==> src/rtl/rpn_operand_stack_if.sv <==
// ---------------------------------------------------------------------------
// rpn_operand_stack_if
//
// Purpose:
//   Command/status bundle between the RPN controller (master) and the operand
//   stack (slave). The controller issues one command per cycle and reads the
//   top two entries back as ALU operands. It then feeds the ALU result in on
//   the result lines.
//
// Signals:
//   clear    master->slave  synchronous stack clear, highest priority
//   push     master->slave  push data_in onto the stack
//   pop      master->slave  discard the top entry
//   exec     master->slave  replace the top two entries with result
//   data_in  master->slave  operand to push (WIDTH bits)
//   result   master->slave  ALU result, combinational in top/next (WIDTH bits)
//   top      slave->master  entry[count-1], 0 when the stack is empty
//   next     slave->master  entry[count-2], 0 when count < 2
//   count    slave->master  number of valid entries, 0..DEPTH (CW bits)
//   empty    slave->master  count == 0
//   full     slave->master  count == DEPTH
//   error    slave->master  sticky fault flag
// ---------------------------------------------------------------------------
interface rpn_operand_stack_if #(
    parameter int WIDTH = 8,
    parameter int DEPTH = 4,
    parameter int CW    = $clog2(DEPTH + 1)
);
    logic             clear;
    logic             push;
    logic             pop;
    logic             exec;
    logic [WIDTH-1:0] data_in;
    logic [WIDTH-1:0] result;
    logic [WIDTH-1:0] top;
    logic [WIDTH-1:0] next;
    logic [CW-1:0]    count;
    logic             empty;
    logic             full;
    logic             error;

    // Controller side: issues commands and operands, observes stack state.
    modport master (
        output clear, push, pop, exec, data_in, result,
        input  top, next, count, empty, full, error
    );

    // Stack side: consumes commands, presents stack state.
    modport slave (
        input  clear, push, pop, exec, data_in, result,
        output top, next, count, empty, full, error
    );
endinterface

==> src/rtl/rpn_operand_stack.sv <==
// ---------------------------------------------------------------------------
// rpn_operand_stack
//
// Purpose:
//   LIFO operand stack that sits directly upstream of the 8-bit RPN ALU. It
//   captures pushed operands and presents the two topmost entries as ALU
//   operands (next = A, top = B). On exec it writes the ALU result back in
//   place of those two entries, so expressions chain without any external
//   bookkeeping.
//
// Ports:
//   clock  single system clock; all state changes on the rising edge
//   reset  asynchronous, active-low reset (entries, count and error to 0)
//   bus    rpn_operand_stack_if.slave; commands in, stack state out
//
// Notes:
//   - Only one command may take effect per edge. clear beats everything.
//     Any two of push/pop/exec together form an illegal combination. It
//     sets error and leaves the stack untouched.
//   - error is sticky. Only clear or reset lower it, and legal commands keep
//     executing while it is set.
//   - top/next/empty/full are decoded combinationally from the registered
//     count and entries. No path exists from result back to top/next, so the
//     external ALU cannot form a combinational loop through this block.
// ---------------------------------------------------------------------------
module rpn_operand_stack #(
    parameter int WIDTH = 8,
    parameter int DEPTH = 4,
    parameter int CW    = $clog2(DEPTH + 1)
) (
    input  logic                  clock,
    input  logic                  reset,
    rpn_operand_stack_if.slave    bus
);

    // -----------------------------------------------------------------------
    // State
    // -----------------------------------------------------------------------
    logic [CW-1:0]    count_reg;
    logic [CW-1:0]    count_next;
    logic             error_reg;
    logic             error_next;

    // Read-side view of the per-entry registers built in the generate loop.
    logic [WIDTH-1:0] entry_value [DEPTH];

    // -----------------------------------------------------------------------
    // Command decode
    // -----------------------------------------------------------------------
    logic             illegal_combo;
    logic             is_empty;
    logic             is_full;
    logic             has_two;
    logic             do_push;
    logic             do_pop;
    logic             do_exec;
    logic             fault;
    logic [CW-1:0]    exec_slot;      // index of entry[count-2]
    logic [WIDTH-1:0] write_data;

    assign illegal_combo = (bus.push & bus.pop)
                         | (bus.push & bus.exec)
                         | (bus.pop  & bus.exec);

    assign is_empty = (count_reg == '0);
    assign is_full  = (count_reg == CW'(DEPTH));
    assign has_two  = (count_reg >= CW'(2));

    // Legal, executable commands. clear masks everything below it.
    assign do_push = ~bus.clear & ~illegal_combo & bus.push & ~is_full;
    assign do_pop  = ~bus.clear & ~illegal_combo & bus.pop  & ~is_empty;
    assign do_exec = ~bus.clear & ~illegal_combo & bus.exec & has_two;

    // Every way a non-clear edge can go wrong: illegal combination,
    // push into a full stack, pop from an empty stack, exec with fewer
    // than two operands.
    assign fault = ~bus.clear & ( illegal_combo
                                | (bus.push & ~is_full)   == 1'b0 & bus.push
                                | (bus.pop  & is_empty)
                                | (bus.exec & ~has_two) );

    // Only meaningful when do_exec is set (count >= 2), so the subtraction
    // never wraps in that case.
    assign exec_slot  = count_reg - CW'(2);

    // push and exec are mutually exclusive once illegal_combo is excluded,
    // so one shared write port serves both.
    assign write_data = do_exec ? bus.result : bus.data_in;

    // -----------------------------------------------------------------------
    // Next-state for count and the sticky error flag
    // -----------------------------------------------------------------------
    always_comb begin
        count_next = count_reg;
        error_next = error_reg;

        if (bus.clear) begin
            count_next = '0;
            error_next = 1'b0;
        end else begin
            if (do_push) begin
                count_next = count_reg + CW'(1);
            end else if (do_pop || do_exec) begin
                // exec consumes two operands and produces one result.
                count_next = count_reg - CW'(1);
            end

            if (fault) begin
                error_next = 1'b1;
            end
        end
    end

    always_ff @(posedge clock or negedge reset) begin
        if (!reset) begin
            count_reg <= '0;
            error_reg <= 1'b0;
        end else begin
            count_reg <= count_next;
            error_reg <= error_next;
        end
    end

    // -----------------------------------------------------------------------
    // Entry storage: one register per slot with its own load enable.
    // A slot loads on push when it is the first free slot (index == count).
    // It also loads on exec when it holds the second operand
    // (index == count-2). The result then lands where operand A was, and the
    // slot that held B becomes free.
    // -----------------------------------------------------------------------
    generate
        for (genvar gi = 0; gi < DEPTH; gi++) begin : g_entry
            logic [WIDTH-1:0] entry_reg;
            logic             load_en;

            assign load_en = (do_push && (count_reg == CW'(gi)))
                          || (do_exec && (exec_slot == CW'(gi)));

            always_ff @(posedge clock or negedge reset) begin
                if (!reset) begin
                    entry_reg <= '0;
                end else if (load_en) begin
                    entry_reg <= write_data;
                end
            end

            assign entry_value[gi] = entry_reg;
        end
    endgenerate

    // -----------------------------------------------------------------------
    // Operand decode. Slots above count may still hold stale values after
    // pop/exec/clear. They are hidden here by selecting only the slot that
    // count points at, with 0 as the default.
    // -----------------------------------------------------------------------
    logic [WIDTH-1:0] top_value;
    logic [WIDTH-1:0] next_value;

    always_comb begin
        top_value  = '0;
        next_value = '0;
        for (int i = 0; i < DEPTH; i++) begin
            if (count_reg == CW'(i + 1)) begin
                top_value = entry_value[i];
            end
        end
        for (int i = 0; i + 2 <= DEPTH; i++) begin
            if (count_reg == CW'(i + 2)) begin
                next_value = entry_value[i];
            end
        end
    end

    assign bus.top   = top_value;
    assign bus.next  = next_value;
    assign bus.count = count_reg;
    assign bus.empty = is_empty;
    assign bus.full  = is_full;
    assign bus.error = error_reg;

endmodule

==> src/flat_wrapper.sv <==
// flat-port wrapper written by rule: the top's interface ports become plain ports
module rpn_operand_stack_flat 
#(
    parameter int WIDTH = 8,
    parameter int DEPTH = 4,
    parameter int CW    = $clog2(DEPTH + 1)
)
  (clock, reset, bus_clear, bus_push, bus_pop, bus_exec, bus_data_in, bus_result, bus_top, bus_next, bus_count, bus_empty, bus_full, bus_error);
  rpn_operand_stack_if #(.WIDTH(WIDTH), .DEPTH(DEPTH), .CW(CW)) bus_i ();
  input  logic clock;
  input  logic reset;
  input wire logic [$bits(bus_i.clear)-1:0] bus_clear;
  input wire logic [$bits(bus_i.push)-1:0] bus_push;
  input wire logic [$bits(bus_i.pop)-1:0] bus_pop;
  input wire logic [$bits(bus_i.exec)-1:0] bus_exec;
  input wire logic [$bits(bus_i.data_in)-1:0] bus_data_in;
  input wire logic [$bits(bus_i.result)-1:0] bus_result;
  output wire logic [$bits(bus_i.top)-1:0] bus_top;
  output wire logic [$bits(bus_i.next)-1:0] bus_next;
  output wire logic [$bits(bus_i.count)-1:0] bus_count;
  output wire logic [$bits(bus_i.empty)-1:0] bus_empty;
  output wire logic [$bits(bus_i.full)-1:0] bus_full;
  output wire logic [$bits(bus_i.error)-1:0] bus_error;
  assign bus_i.clear = bus_clear;
  assign bus_i.push = bus_push;
  assign bus_i.pop = bus_pop;
  assign bus_i.exec = bus_exec;
  assign bus_i.data_in = bus_data_in;
  assign bus_i.result = bus_result;
  assign bus_top = bus_i.top;
  assign bus_next = bus_i.next;
  assign bus_count = bus_i.count;
  assign bus_empty = bus_i.empty;
  assign bus_full = bus_i.full;
  assign bus_error = bus_i.error;
  rpn_operand_stack #(.WIDTH(WIDTH), .DEPTH(DEPTH), .CW(CW)) u_core (.clock(clock), .reset(reset), .bus(bus_i));
endmodule
==> config.mk <==
export PLATFORM = sky130hd
export DESIGN_NAME = rpn_operand_stack_flat
export DESIGN_NICKNAME = d
export VERILOG_FILES = /design/src/rtl/rpn_operand_stack_if.sv /design/src/rtl/rpn_operand_stack.sv /design/src/flat_wrapper.sv
export SDC_FILE = /design/constraint.sdc
export NUM_CORES = 1
export LEC_CHECK = 0
export ABC_AREA = 1
export BUFFER_PORTS_ARGS = -buffer_cell sky130_fd_sc_hd__buf_2
export CAP_MARGIN = 15
export CORE_ASPECT_RATIO = 1.5
export CORE_MARGIN = 2
export CORE_UTILIZATION = 55
export CTS_CLUSTER_DIAMETER = 100
export DETAILED_ROUTE_END_ITERATION = 6
export MAX_ROUTING_LAYER = met4
export PLACE_DENSITY = 0.79
export SLEW_MARGIN = 20
export SYNTH_ARGS = -nofsm -noshare
export SYNTH_HDL_FRONTEND = slang
export SYNTH_SLANG_ARGS = --single-unit
==> constraint.sdc <==
create_clock -name clock -period 2.8 [get_ports clock]
set_clock_uncertainty 0.2 [all_clocks]
set_input_delay 0.56 -clock clock [delete_from_list [all_inputs] [get_ports clock]]
set_output_delay 0.56 -clock clock [all_outputs]
set_load 0.01 [all_outputs]
=== Word level (Yosys, flattened, before mapping) ===
Index checks and enable logic that the tools add are counted.

* Register bits after elaboration: 36
* Bits of input ports: 22
* Output and inout bits: 22
* Word-level logic and storage cells: 73

* Add/subtract/negate cells: 3
* Magnitude comparators: 1
* Equality and inequality tests: 7
* Mux-type cells: 13
* Bitwise logic cells: 26
* Reduce and logical (&&, ||, !) cells: 17

{| class="wikitable"
|+ Operator list
! operator !! count
|-
| 2-to-1 mux 8 bit || 8
|-
| AND 1 bit || 15
|-
| == test 3 x 2 -> 1 bit, second input constant || 4
|-
| 2-to-1 mux 3 bit || 3
|-
| logical AND 1 bit || 8
|-
| == test 3 x 1 -> 1 bit, second input constant || 2
|-
| zero test 3 bit || 2
|-
| NOT 1 bit || 6
|-
| logical OR 1 bit || 5
|-
| OR 1 bit || 5
|-
| adder 3 x 1 -> 3 bit, second input constant || 1
|-
| == test 3 bit, second input constant || 1
|-
| greater-or-equal comparator 3 x 2 -> 1 bit, second input constant || 1
|-
| nonzero test 3 bit || 1
|-
| subtractor 3 x 1 -> 3 bit, second input constant || 1
|-
| subtractor 3 x 2 -> 3 bit, second input constant || 1
|-
| 2-to-1 mux 1 bit || 2
|-
| nonzero test 2 bit || 1
|}

=== Longest topological paths before layout ===
* Word-level depth: 11
* Gate-level depth with buffers: 10
* Depth with buffers taken out: 10

=== Worst setup path after synthesis ===
No wires, ideal clock.

* Path kind: register to output
* Start point: register u_core.count_reg[0], in the netlist u_core.bus.count[0]
* End point: output bus_next[4]
* Arrival: 1582 ps
* Slack: 458 ps
* Cell stages (with the launch flop): 7
* Path buffers: 1
* Cell sequence: dfrtp_1 > ha_1 > ha_1 > inv_1 > clkbuf_1 > a31oi_1 > a21oi_1

* Cells in the longest elaborated chain, start to end: 4
* Elaborated cells on any way between the ends: 6
* Classes of those cells: eq/ne: 3; mux: 3

{| class="wikitable"
|+ RTL lines
! item !! line !! source
|-
| start, declared || rpn_operand_stack.sv:39 || <nowiki>logic [CW-1:0] count_reg;</nowiki>
|-
| start signal, assigned || rpn_operand_stack.sv:119 || <nowiki>count_reg <= count_next;</nowiki>
|-
| == test 3 x 2 -> 1 bit || rpn_operand_stack.sv:168 || <nowiki>if (count_reg == CW'(i + 2)) begin</nowiki>
|-
| 2-to-1 mux 8 bit (2 in series) || rpn_operand_stack.sv:168 ||
|-
| 2-to-1 mux 8 bit * || rpn_operand_stack.sv:168 ||
|-
| end, declared || flat_wrapper.sv:19 || <nowiki>output wire logic [$bits(bus_i.next)-1:0] bus_next;</nowiki>
|}

Every way passes the cells marked *; elsewhere a longest branch is shown, timed or not.

=== Worst setup path in the final report ===
* Start point: register u_core.count_reg[1], in the netlist u_core.bus.count[1]
* End point: output bus_top[1]

* Cells in the longest elaborated chain, start to end: 5
* Elaborated cells on any way between the ends: 8
* Classes of those cells: eq/ne: 4; mux: 4

{| class="wikitable"
|+ RTL lines
! item !! line !! source
|-
| == test 3 x 1 -> 1 bit || rpn_operand_stack.sv:163 || <nowiki>if (count_reg == CW'(i + 1)) begin</nowiki>
|-
| 2-to-1 mux 8 bit (3 in series) || rpn_operand_stack.sv:163 ||
|-
| 2-to-1 mux 8 bit * || rpn_operand_stack.sv:163 ||
|-
| end, declared || flat_wrapper.sv:18 || <nowiki>output wire logic [$bits(bus_i.top)-1:0] bus_top;</nowiki>
|}

Marked as above.

==> run summary <==
The clock net in this run drives a total of 36 sinks. For the pin with the worst max-slew slack, the measured transition is 791 ps. For the max-cap violation count, the log shows 0. The tools report the count of warnings emitted by yosys as 0. Insertion delay of the later-clocked pin in the worst-skew pair: 290 ps.

The run gives 5 as the total iterations of the first detailed-routing run. The die is 84.7 um tall. In this run, placement finished with an instance count of 415. The first routing iteration left 122 violations.

The count of different cell masters after synthesis was 24. The logs give 47.3% for the relative slew slack and 0 for the count of final hold-check violations. The routed length per instance works out to 14.8 um. In this run the critical register-to-register path is launched from u_core.bus.count[2].

IR analysis of the VDD net gives a maximum drop of 0.645 mV. The fraction of the cycle the final worst path needs was 96.5%; the path depth of the worst reg2reg path was 7. The met2 wire length is 3430 um. During placement, the flow inserted port buffers numbering 43. Global routing finished with a remaining overflow of 0. Summed over all nets, the half-perimeter wirelength after detailed placement is 4780 um. Timing analysis after detailed placement gives a worst setup slack of 213 ps. The flip-flop count of the largest register, all copies and words added is 32.

TritonCTS built the clock tree. Initial antenna violation count: 0. The signal on the critical path passes through inv_1 > ha_1 > inv_1 > nor2_4 > nand2_4 > o22ai_1 > a21oi_1 > nor2_1 > buf_2. The clock period minus worst slack came out at 2700 ps. The flop and latch count out of synthesis was 36. Summing all multi-input logic gate instances after layout gives 0.00132 mm^2. Among the stages of the critical path, the cell type that occurs most often is sky130_fd_sc_hd__inv_1.

The post-synthesis average cell area was 7.26 um^2. On the critical path, the stage with the largest delay is an instance of sky130_fd_sc_hd__dfrtp_1. The cell area after placement was 0.00268 mm^2.

The die is 57.8 um wide. Clock-pin slew was measured on the worst setup and hold paths at 70 ps. Summing all non-filler instances in the final layout gives an area of 0.00281 mm^2. The run finished with clean final reports. Path type of the worst setup path: register to output pin.

After detailed routing, the wire length on met1 is 2390 um. The area of the mapped netlist is 0.00239 mm^2. The tools report the diode insertion count for antenna repair as 0. The top layer used by detailed routing is met4.

For the worst setup path, the data required time is 2040 ps. The run gives 5 as the number of buffers inserted during clock tree synthesis. For this run, the top clock speed supported by timing is 370 MHz. Counting every net in the synthesized netlist gives 358. The min-delay analysis places its worst path in the category input pin to asynchronous set/reset pin. The starting utilization of the core area came out at 56.7%. The run gives 0 as the number of setup violations in the final report.

For the final worst-path setup slack, the log shows 96.9 ps. Die outline area: 0.00489 mm^2. Excluding fillers, the count of instances in the completed layout stands at 423.

The longest clock path from root to sink contains 2 buffers. At the end of the flow the core is filled with cells to 66.8%. The core region is 0.00421 mm^2. After clock tree synthesis, the flow added hold-fix buffers numbering 0.

In this run the static leakage power is 1.51 nW. The endpoint kind of the worst setup timing path is an output pin. By instance count, the leading cell after synthesis is sky130_fd_sc_hd__nand2_1. Dividing the detail-routed via count by the number of cells gives 5.59.

The number of global-route vias before repair is 2340. The final layout contains routed wiring with a total length of 6260 um. Along the worst path, the maximum fanout reaches 8.

44 I/O pins were placed. Fill cells in the final layout number 376. In this run the clock root is driven by a sky130_fd_sc_hd__clkbuf_8. Setup repair after global routing could not meet its margin everywhere.

Compared with the post-synthesis result, the final layout area differs by 17.7%. In the final design database the tool counted 406 nets. For this run, the register share of the synthesized area comes to 37.7%. For the final routed DRC violation total, the log shows 0.

After synthesis, the cell types taking the most area are sky130_fd_sc_hd__dfrtp_1, sky130_fd_sc_hd__nand2_1, sky130_fd_sc_hd__nand3_1. Sorting the synthesized cells by how often they occur yields sky130_fd_sc_hd__nand2_1, sky130_fd_sc_hd__dfrtp_1, sky130_fd_sc_hd__nand3_1, sky130_fd_sc_hd__inv_1, sky130_fd_sc_hd__nor2_1. Critical path launch point type: a register. On the worst path, the slowest cell contributes a delay of 420 ps. The endpoint of the worst-slack reg-to-reg timing path was u_core.g_entry[1].entry_reg[2].

The power per cell area is 792 mW/mm^2. The first global-routing pass estimated 10700 um of wire. For this run, the leading register cell type out of synthesis is sky130_fd_sc_hd__dfrtp_1. The tools report the row count as 29.

The routed layout has 2366 vias. In the final layout, the share of cells above drive strength 1 is 22.5%. Of all flip-flops after synthesis, the portion carrying an async set or reset was 100%. The run gives 0 as the final max-slew violation count. The critical path data arrival time is 1940 ps.

The number of flops mapped to enable cells by yosys works out to 0. Largest net degree at the start of global routing: 37. Routability-driven placement finished with a final weighted congestion of 0.848.

The wire length on met3 was 296 um; the overall routing resource usage was 28.8%. The worst-case register-to-register setup slack was 660 ps; the H-tree level count was 2. The sequential standard cell area came out at 901 um^2. The largest total area in the synthesized netlist belongs to sky130_fd_sc_hd__dfrtp_1. The gate count of the mapped netlist is 329, and the antenna violation net count after detailed routing is 0.

The synthesized design devotes to its leading area cell type 37.7% of total area.
## cell usage in the layout, fill, tap and decap left out
cell                       Yosys  layout
sky130_fd_sc_hd__nor2_1       19      18
sky130_fd_sc_hd__nor2_2        1       1
sky130_fd_sc_hd__nand2_2       2       2
sky130_fd_sc_hd__buf_12        0       2
sky130_fd_sc_hd__nand4_1       3       3
sky130_fd_sc_hd__a41oi_1       1       1
sky130_fd_sc_hd__a31oi_1       8       8
sky130_fd_sc_hd__inv_1        35      35
sky130_fd_sc_hd__a21oi_4       2       2
sky130_fd_sc_hd__ha_1          7       5
sky130_fd_sc_hd__o21ai_0      17      17
sky130_fd_sc_hd__buf_4         0       3
sky130_fd_sc_hd__nand3_4       6       6
sky130_fd_sc_hd__buf_2         2      43
sky130_fd_sc_hd__nand2_1     110     108
sky130_fd_sc_hd__nand2_4       4       6
sky130_fd_sc_hd__ha_2          0       2
sky130_fd_sc_hd__a21oi_1      17      17
sky130_fd_sc_hd__nand3_2       3       3
sky130_fd_sc_hd__o22ai_1       8       8
sky130_fd_sc_hd__dfrtp_1      36      36
sky130_fd_sc_hd__nand3_1      36      36
sky130_fd_sc_hd__inv_2         5       4
sky130_fd_sc_hd__clkbuf_8      0       7
sky130_fd_sc_hd__clkinv_2      0       1
sky130_fd_sc_hd__inv_4         0       1
sky130_fd_sc_hd__nor2_4        1       2
## per-layer routing
metal  track usage [%]  vias up
met3              3.24       13
met1              32.7     1101
li1                  -     1171
met2              49.8       81
met5                 -        -
met4              12.9        0
## final cells by class
cell class	count	area share (%)
multi-input cells	245	47.0
inverters	41	5.61
flip-flops and latches	36	32.1
well taps	46	2.05
clock buffers	7	3.43
repair buffers	48	9.88
## critical path: cells and delay by family (launching register included)
family | cells | cell delay [ps]
simple gates | 3 | 360
fa+ha+maj | 1 | 230
buf+inv | 3 | 380
flops | 1 | 420
compound gates | 2 | 270
## worst max-delay path by stage
stage                        to                start  slack [ps]
finish               bus_top[1]  u_core.bus.count[1]         100
detailed placement  bus_next[1]  u_core.bus.count[1]         210
floorplan           bus_next[4]  u_core.bus.count[0]         460
CTS                 bus_next[0]  u_core.bus.count[0]          30
global placement     bus_top[0]  u_core.bus.count[1]         280
global route         bus_top[1]  u_core.bus.count[1]         -40
## metrics by stage
stage / TNS [ps] / hold slack, ps / total power, W
finish: 0 / 147 / 0.00223
global placement: 0 / 294 / 0.00178
CTS: 0 / 173 / 0.00221
detailed placement: 0 / 296 / 0.00180
floorplan: 0 / 64.4 / 0.00146
global route: -65.9 / 223 / 0.00240
## power breakdown
| group | leakage, nW | internal [W] | total [W] | switching, W |
|---|---|---|---|---|
| sequential | 0.474 | 0.000695 | 0.000830 | 0.000135 |
| clock | 0.0503 | 0.000219 | 0.000399 | 0.000180 |
| combinational | 0.982 | 0.000385 | 0.000997 | 0.000612 |
| total | 1.51 | 0.00130 | 0.00223 | 0.000927 |
## cell families after synthesis
kind of cell    count (synthesis)  share of synthesized area, %
simple gates                  185                          37.4
compound gates                 53                          13.1
buf+inv                        48                          8.12
flops                          36                          37.7
fa+ha+maj                       7                          3.67
## timing repair
action                                 in CTS  in global routing
resized for setup                           4                  6
buffers inserted                            0                  1
cloned                                      0                  0
setup endpoints to repair                  16                 16
endpoints found under the hold margin       0                  0
Note: power is estimated with default switching activity, not from simulation.
